==> src/rtl/sensor_pkg.sv <==
// Sensor input conditioning: shared defaults and types.
// Debounce lengths, ADC timeout and tracker state encoding.
package sensor_pkg;

  localparam int DEB_N_DEF   = 4;
  localparam int ADC_N_DEF   = 3;
  localparam int TIMEOUT_DEF = 255;

  typedef enum logic [1:0] {
    ST_STABLE = 2'd0,
    ST_CAND   = 2'd1,
    ST_FAULT  = 2'd2
  } trk_state_t;

  typedef struct packed {
    logic [3:0] adc;
    logic       humo;
    logic       el;
  } raw_t;

endpackage

==> src/rtl/sensor_debounce_if.sv <==
// Sensor bundle: raw contacts and ADC bits in,
// conditioned levels, ADC code and status out.
interface sensor_debounce_if;

  logic       sample_tick;
  logic [3:0] adc_raw;
  logic       humo_raw;
  logic       el_raw;
  logic [3:0] adc_q;
  logic       humo_q;
  logic       el_q;
  logic       adc_upd;
  logic       adc_fault;

  modport master (
    output sample_tick,
    output adc_raw,
    output humo_raw,
    output el_raw,
    input  adc_q,
    input  humo_q,
    input  el_q,
    input  adc_upd,
    input  adc_fault
  );

  modport slave (
    input  sample_tick,
    input  adc_raw,
    input  humo_raw,
    input  el_raw,
    output adc_q,
    output humo_q,
    output el_q,
    output adc_upd,
    output adc_fault
  );

endinterface

==> src/rtl/debounce_bit.sv <==
// Counter debounce of one synchronized bit.
// Output flips after DEB_N consecutive differing ticks.
module debounce_bit
  import sensor_pkg::*;
#(
  parameter int DEB_N = DEB_N_DEF
) (
  input  logic clk,
  input  logic reset,
  input  logic tick,
  input  logic din,
  output logic q
);

  localparam logic [3:0] CNT_MAX = 4'(DEB_N - 1);

  logic [3:0] cnt;

  // count differing ticks; any agreeing tick restarts
  always_ff @(posedge clk) begin
    if (reset) begin
      cnt <= '0;
      q   <= 1'b0;
    end else if (tick) begin
      if (din == q) begin
        cnt <= '0;
      end else if (cnt == CNT_MAX) begin
        q   <= din;
        cnt <= '0;
      end else begin
        cnt <= cnt + 4'd1;
      end
    end
  end

endmodule

==> src/rtl/sensor_debounce.sv <==
// Sensor conditioning top: sync, humo/el debounce,
// ADC code acceptance tracker with settle timeout.
module sensor_debounce
  import sensor_pkg::*;
#(
  parameter int DEB_N   = DEB_N_DEF,
  parameter int ADC_N   = ADC_N_DEF,
  parameter int TIMEOUT = TIMEOUT_DEF
) (
  input logic               clk,
  input logic               reset,
  sensor_debounce_if.slave  bus
);

  localparam logic [2:0] MATCH_MAX = 3'(ADC_N - 1);
  localparam logic [7:0] STALE_MAX = 8'(TIMEOUT);

  raw_t       s1;
  raw_t       s2;
  logic       tick;
  logic       humo_q;
  logic       el_q;
  logic [3:0] prev;
  logic [2:0] match;
  logic [2:0] match_nxt;
  logic [7:0] stale;
  logic [7:0] stale_inc;
  logic [3:0] adc_q;
  logic       upd;
  logic       fault;
  logic       conf;
  logic       diff;
  trk_state_t st;

  assign tick = bus.sample_tick;

  // two-flop synchronizer on every raw input
  always_ff @(posedge clk) begin
    if (reset) begin
      s1 <= '0;
      s2 <= '0;
    end else begin
      s1 <= '{adc: bus.adc_raw,
              humo: bus.humo_raw,
              el: bus.el_raw};
      s2 <= s1;
    end
  end

  debounce_bit #(.DEB_N(DEB_N)) u_humo (
    .clk   (clk),
    .reset (reset),
    .tick  (tick),
    .din   (s2.humo),
    .q     (humo_q)
  );

  debounce_bit #(.DEB_N(DEB_N)) u_el (
    .clk   (clk),
    .reset (reset),
    .tick  (tick),
    .din   (s2.el),
    .q     (el_q)
  );

  // match run length, confirm and timeout helpers
  always_comb begin
    match_nxt = '0;
    if (s2.adc == prev) begin
      match_nxt = (match == MATCH_MAX) ?
                  match : match + 3'd1;
    end
    conf      = (match_nxt == MATCH_MAX);
    diff      = (s2.adc != adc_q);
    stale_inc = (stale >= STALE_MAX) ?
                STALE_MAX : stale + 8'd1;
  end

  // ADC acceptance tracker FSM, registered outputs
  always_ff @(posedge clk) begin
    if (reset) begin
      st    <= ST_STABLE;
      prev  <= '0;
      match <= '0;
      stale <= '0;
      adc_q <= '0;
      upd   <= 1'b0;
      fault <= 1'b0;
    end else begin
      upd <= 1'b0;
      if (tick) begin
        prev  <= s2.adc;
        match <= match_nxt;
        unique case (st)
          ST_STABLE: begin
            if (diff) begin
              stale <= 8'd1;
              if (STALE_MAX <= 8'd1) begin
                st    <= ST_FAULT;
                fault <= 1'b1;
              end else begin
                st <= ST_CAND;
              end
            end else begin
              stale <= '0;
            end
          end
          ST_CAND: begin
            if (conf) begin
              if (diff) begin
                adc_q <= s2.adc;
                upd   <= 1'b1;
              end
              stale <= '0;
              st    <= ST_STABLE;
            end else begin
              stale <= stale_inc;
              if (stale_inc >= STALE_MAX) begin
                st    <= ST_FAULT;
                fault <= 1'b1;
              end
            end
          end
          ST_FAULT: begin
            if (conf) begin
              if (diff) begin
                adc_q <= s2.adc;
                upd   <= 1'b1;
              end
              fault <= 1'b0;
              stale <= '0;
              st    <= ST_STABLE;
            end else begin
              stale <= stale_inc;
            end
          end
          default: begin
            st <= ST_STABLE;
          end
        endcase
      end
    end
  end

  assign bus.adc_q     = adc_q;
  assign bus.humo_q    = humo_q;
  assign bus.el_q      = el_q;
  assign bus.adc_upd   = upd;
  assign bus.adc_fault = fault;

endmodule

==> src/flat_wrapper.sv <==
// flat-port wrapper written by rule: the top's interface ports become plain ports
module sensor_debounce_flat import sensor_pkg::*;
#(
  parameter int DEB_N   = DEB_N_DEF,
  parameter int ADC_N   = ADC_N_DEF,
  parameter int TIMEOUT = TIMEOUT_DEF
)
  (clk, reset, bus_sample_tick, bus_adc_raw, bus_humo_raw, bus_el_raw, bus_adc_q, bus_humo_q, bus_el_q, bus_adc_upd, bus_adc_fault);
  sensor_debounce_if bus_i ();
  input logic clk;
  input logic reset;
  input wire logic [$bits(bus_i.sample_tick)-1:0] bus_sample_tick;
  input wire logic [$bits(bus_i.adc_raw)-1:0] bus_adc_raw;
  input wire logic [$bits(bus_i.humo_raw)-1:0] bus_humo_raw;
  input wire logic [$bits(bus_i.el_raw)-1:0] bus_el_raw;
  output wire logic [$bits(bus_i.adc_q)-1:0] bus_adc_q;
  output wire logic [$bits(bus_i.humo_q)-1:0] bus_humo_q;
  output wire logic [$bits(bus_i.el_q)-1:0] bus_el_q;
  output wire logic [$bits(bus_i.adc_upd)-1:0] bus_adc_upd;
  output wire logic [$bits(bus_i.adc_fault)-1:0] bus_adc_fault;
  assign bus_i.sample_tick = bus_sample_tick;
  assign bus_i.adc_raw = bus_adc_raw;
  assign bus_i.humo_raw = bus_humo_raw;
  assign bus_i.el_raw = bus_el_raw;
  assign bus_adc_q = bus_i.adc_q;
  assign bus_humo_q = bus_i.humo_q;
  assign bus_el_q = bus_i.el_q;
  assign bus_adc_upd = bus_i.adc_upd;
  assign bus_adc_fault = bus_i.adc_fault;
  sensor_debounce #(.DEB_N(DEB_N), .ADC_N(ADC_N), .TIMEOUT(TIMEOUT)) u_core (.clk(clk), .reset(reset), .bus(bus_i));
endmodule
==> config.mk <==
export PLATFORM = sky130hd
export DESIGN_NAME = sensor_debounce_flat
export DESIGN_NICKNAME = d
export VERILOG_FILES = /design/src/rtl/sensor_pkg.sv /design/src/rtl/sensor_debounce_if.sv /design/src/rtl/debounce_bit.sv /design/src/rtl/sensor_debounce.sv /design/src/flat_wrapper.sv
export SDC_FILE = /design/constraint.sdc
export NUM_CORES = 1
export LEC_CHECK = 0
export ABC_AREA = 0
export CAP_MARGIN = 25
export CORE_ASPECT_RATIO = 1.25
export CORE_UTILIZATION = 57
export DETAILED_ROUTE_END_ITERATION = 10
export HOLD_SLACK_MARGIN = 0.05
export PLACE_DENSITY = 0.87
export RECOVER_POWER = 50
export SETUP_SLACK_MARGIN = 0.5
export SYNTH_ARGS = -nofsm -noshare
export SYNTH_HDL_FRONTEND = slang
export SYNTH_SLANG_ARGS = --single-unit
==> constraint.sdc <==
create_clock -name clk -period 4.3 [get_ports clk]
set_clock_uncertainty 0.05 [all_clocks]
set_input_delay 0.86 -clock clk [delete_from_list [all_inputs] [get_ports clk]]
set_output_delay 0.86 -clock clk [all_outputs]
set_load 0.03 [all_outputs]
==> results.md <==
* Final setup vio count at 0
* MaxCap Viol Count at 1
* Worst path bufs/invs at 2
* Synth top area share at 40.4%
* DR vias/cell at 5.79
* Seq cells post-synth at 45
* Hold slack at 0.388 ns
* Largest family of logic cells by synthesized area: simple AND/OR/NAND/NOR gates
* Tot GR Track Use at 21.8%
* Setup TNS at 0 ns
* Vias in the first global route at 1651
* F_max at 340 MHz
* DR vias at 1790
* Power Density at 349 nW/um2
* Worst vdd ir at 0.292 mV
* Leak Pwr at 0.982 nW
* Average size of a mapped cell at 8.79 um2
* CP Data Arrival Time at 3.08 ns
* Max Root-Sink Buffers at 2
* Max stage delay cell, worst path: clkbuf_1
* Sequential-to-total area share from yosys stat at 40.4%
* Worst Hold Class: reg2reg
* Critical path capture point type: flop
* Layout cells sized above 1 at 8.18%
* TritonCTS clock tree: built
* Actual slew at the worst max-slew pin at 1.94 ns
* Most used DFF post-synth: dfxtp_1
* First-pass GRT wire length at 7140 um
* Cell Area, Placed at 2410 um2
* WL per Instance at 13.5 um
* Netlist Area Pre-Place at 2230 um2
* Min Tclk post-route at 2.94 ns
* Post-synthesis mux area share at 5.38%
* Clk sinks at 45
* Area grow syn2layout at 14.0%
* Clock latency at the later pin of the worst-skew pair at 0.30 ns
* Leading area contributor after synthesis: dfxtp_1
* Final Max Tran Viols at 48
* CORE AREA at 3750 um2
* Drt drc at 1
* Antenna-violating nets left at 0
* Failing checks: DRC, capacitance limit, slew limit
* Unrepaired setup endpoints after global routing: no
* Inserted Clock Buffers at 5
* CP Launch Type: primary input
* DRT Pass-1 Iters at 7
* CP peak stage delay at 1.39 ns
* Post-synthesis async set-or-reset flop share at 0%
* Initial Utilization at 59.5%
* Design Area, Final at 2540 um2
* Post_cts resized at 0
* Post-synth EDFFs at 0
* Largest net degree at the start of global routing at 48
* Initial detailed-routing violation count at 81
* Synth Area in Adders at 5.04%
* Die outline width at 58.0 um
* Worst-path clk slew at 0.08 ns
* Ant. Diodes at 0
* Row cnt at 25
* Root buffer cell: clkbuf_8
* Crit-path leading delay family: buffers and inverters
* Synth area leaders: dfxtp_1 40%, nor2_1 5.7%, mux2i_1 5.4%
* Io pins at 17
* Filler cells at 292
* Req. time, crit path at 4.44 ns
* Compound-Gate Fraction of Synth Area at 16.4%
* Mapped Cells at 254
* Syn Nets at 272
* Post-synth cell types at 45
* Initial antenna violation count at 0
* Relative slew margins at -29.0%
* Yosys warns at 0
* Die span in y at 72.0 um
* Worst-path fanout max at 47
* Crit share post-route at 68.4%
* Synth Area in Simple Gates at 25.0%
* Crit path kind: in2reg
* # Post-CTS Setup Buffers at 0
* Status: finished, violations left
* H-tree Lvls at 2
* Critical path, cell by cell: dlygate4sd3_1 > clkbuf_1 > nor2_1 > nand2_1 > o21ai_1
* DP HPWL at 2860 um
* Final hold vios at 0
* Routed WL at 4180 um
* Die Footprint at 4170 um2
* Final layout net count at 286
* XOR/XNOR Fraction of Synth Area at 4.32%
* Grt ovf at 0
* # hold bufs at CTS at 0
* Buffers on Ports at 16
* Routability-driven placement congestion ratio at 0.894
## synthesized netlist by cell type (4+ instances only)
cell	count
nor4_1	4
mux2i_1	12
and3_1	4
nand2_1	14
inv_1	9
o21ai_0	12
nor2b_1	13
nand3_1	7
ha_1	9
nand2b_1	6
nand4_1	4
a21oi_1	21
nor2_1	34
dfxtp_1	45
xnor2_1	8
clkbuf_1	8
## metrics by stage
step	worst slack [ns]	instances	util [%]	power [W]
after CTS	1.75	309	67.9	0.000894
final	1.36	309	67.8	0.000888
after global placement	1.90	301	64.3	0.000522
after global routing	1.13	309	67.8	0.000923
after detailed placement	1.77	301	64.3	0.000525
after floorplan	2.16	254	-	0.000503
## metal layers
metal	track usage (%)	share of wire (%)
met1	25.8	43
met2	37.5	51
met3	4.63	3.0
met4	9.79	2.2
met5	0	0
## sequential cells by signal, indices dropped and copies added (netlist names), 2 cells and up
name               cells
u_core.stale           8
u_core.s1              6
u_core.s2              6
u_core.bus.adc_q       4
u_core.prev            4
u_core.u_el.cnt        4
u_core.u_humo.cnt      4
u_core.match           3
u_core.st              2
## layout by cell type (no fill, tap or decap), types with 3 or more instances in the layout
master,Yosys,routed
and3_1,4,4
o21ai_0,12,12
nor4b_1,3,3
clkdlybuf4s50_1,0,15
xor2_1,3,3
nand4_1,4,4
nor4_1,4,4
clkbuf_8,0,5
nand2_1,14,14
nor2b_1,13,13
dfxtp_1,45,45
nand3_1,7,7
nor3b_1,3,3
inv_1,9,9
nand2b_1,6,6
xnor2_1,8,8
nor3_1,3,3
ha_1,9,9
nor2_1,34,34
a21oi_1,21,21
mux2i_1,12,12
## cells by family after synthesis
kind of cell	count (synthesis)
AO/OA/AOI/OAI	53
XOR/XNOR	11
adder cells (fa/ha/maj)	9
buffers and inverters	20
flip-flops	45
multiplexers	12
AND/OR/NAND/NOR	104
## worst paths after layout
path                        start                   to  slack, ns  depth (start not counted)
setup / recovery            reset      u_core.stale[4]       1.36                          5
hold / removal       u_core.s1[3]         u_core.s2[3]       0.39                          1
hold reg to reg      u_core.s1[3]         u_core.s2[3]       0.39                          1
setup reg to reg  u_core.match[0]  u_core.bus.adc_q[1]       1.69                          8
## worst reg2reg max path: cells and delay by family, from the launching register on
family	cells	cell delay [ns]
muxes	1	0.23
adders and majority gates	1	0.24
and+or+nand+nor	3	0.58
buffers and inverters	1	0.08
DFF	1	0.43
AOI/OAI and AO/OA	2	0.80
## where the power goes
part / total [W] / internal, W / switching, W
sequential: 0.000438 / 0.000427 / 0.0000104
combinational: 0.0000793 / 0.0000345 / 0.0000448
clock: 0.000370 / 0.000231 / 0.000140
## cell type report
type / count / area, um2 / share of cell area [%]
tap: 40 / 50.0 / 1.97
inverter: 9 / 33.8 / 1.33
clock inverter: 3 / 65.1 / 2.56
multi-input combinational: 189 / 1250 / 49.3
sequential: 45 / 901 / 35.4
clock buffer: 5 / 68.8 / 2.71
timing repair buffer: 18 / 171 / 6.74
(Power assumes the default switching activity.)
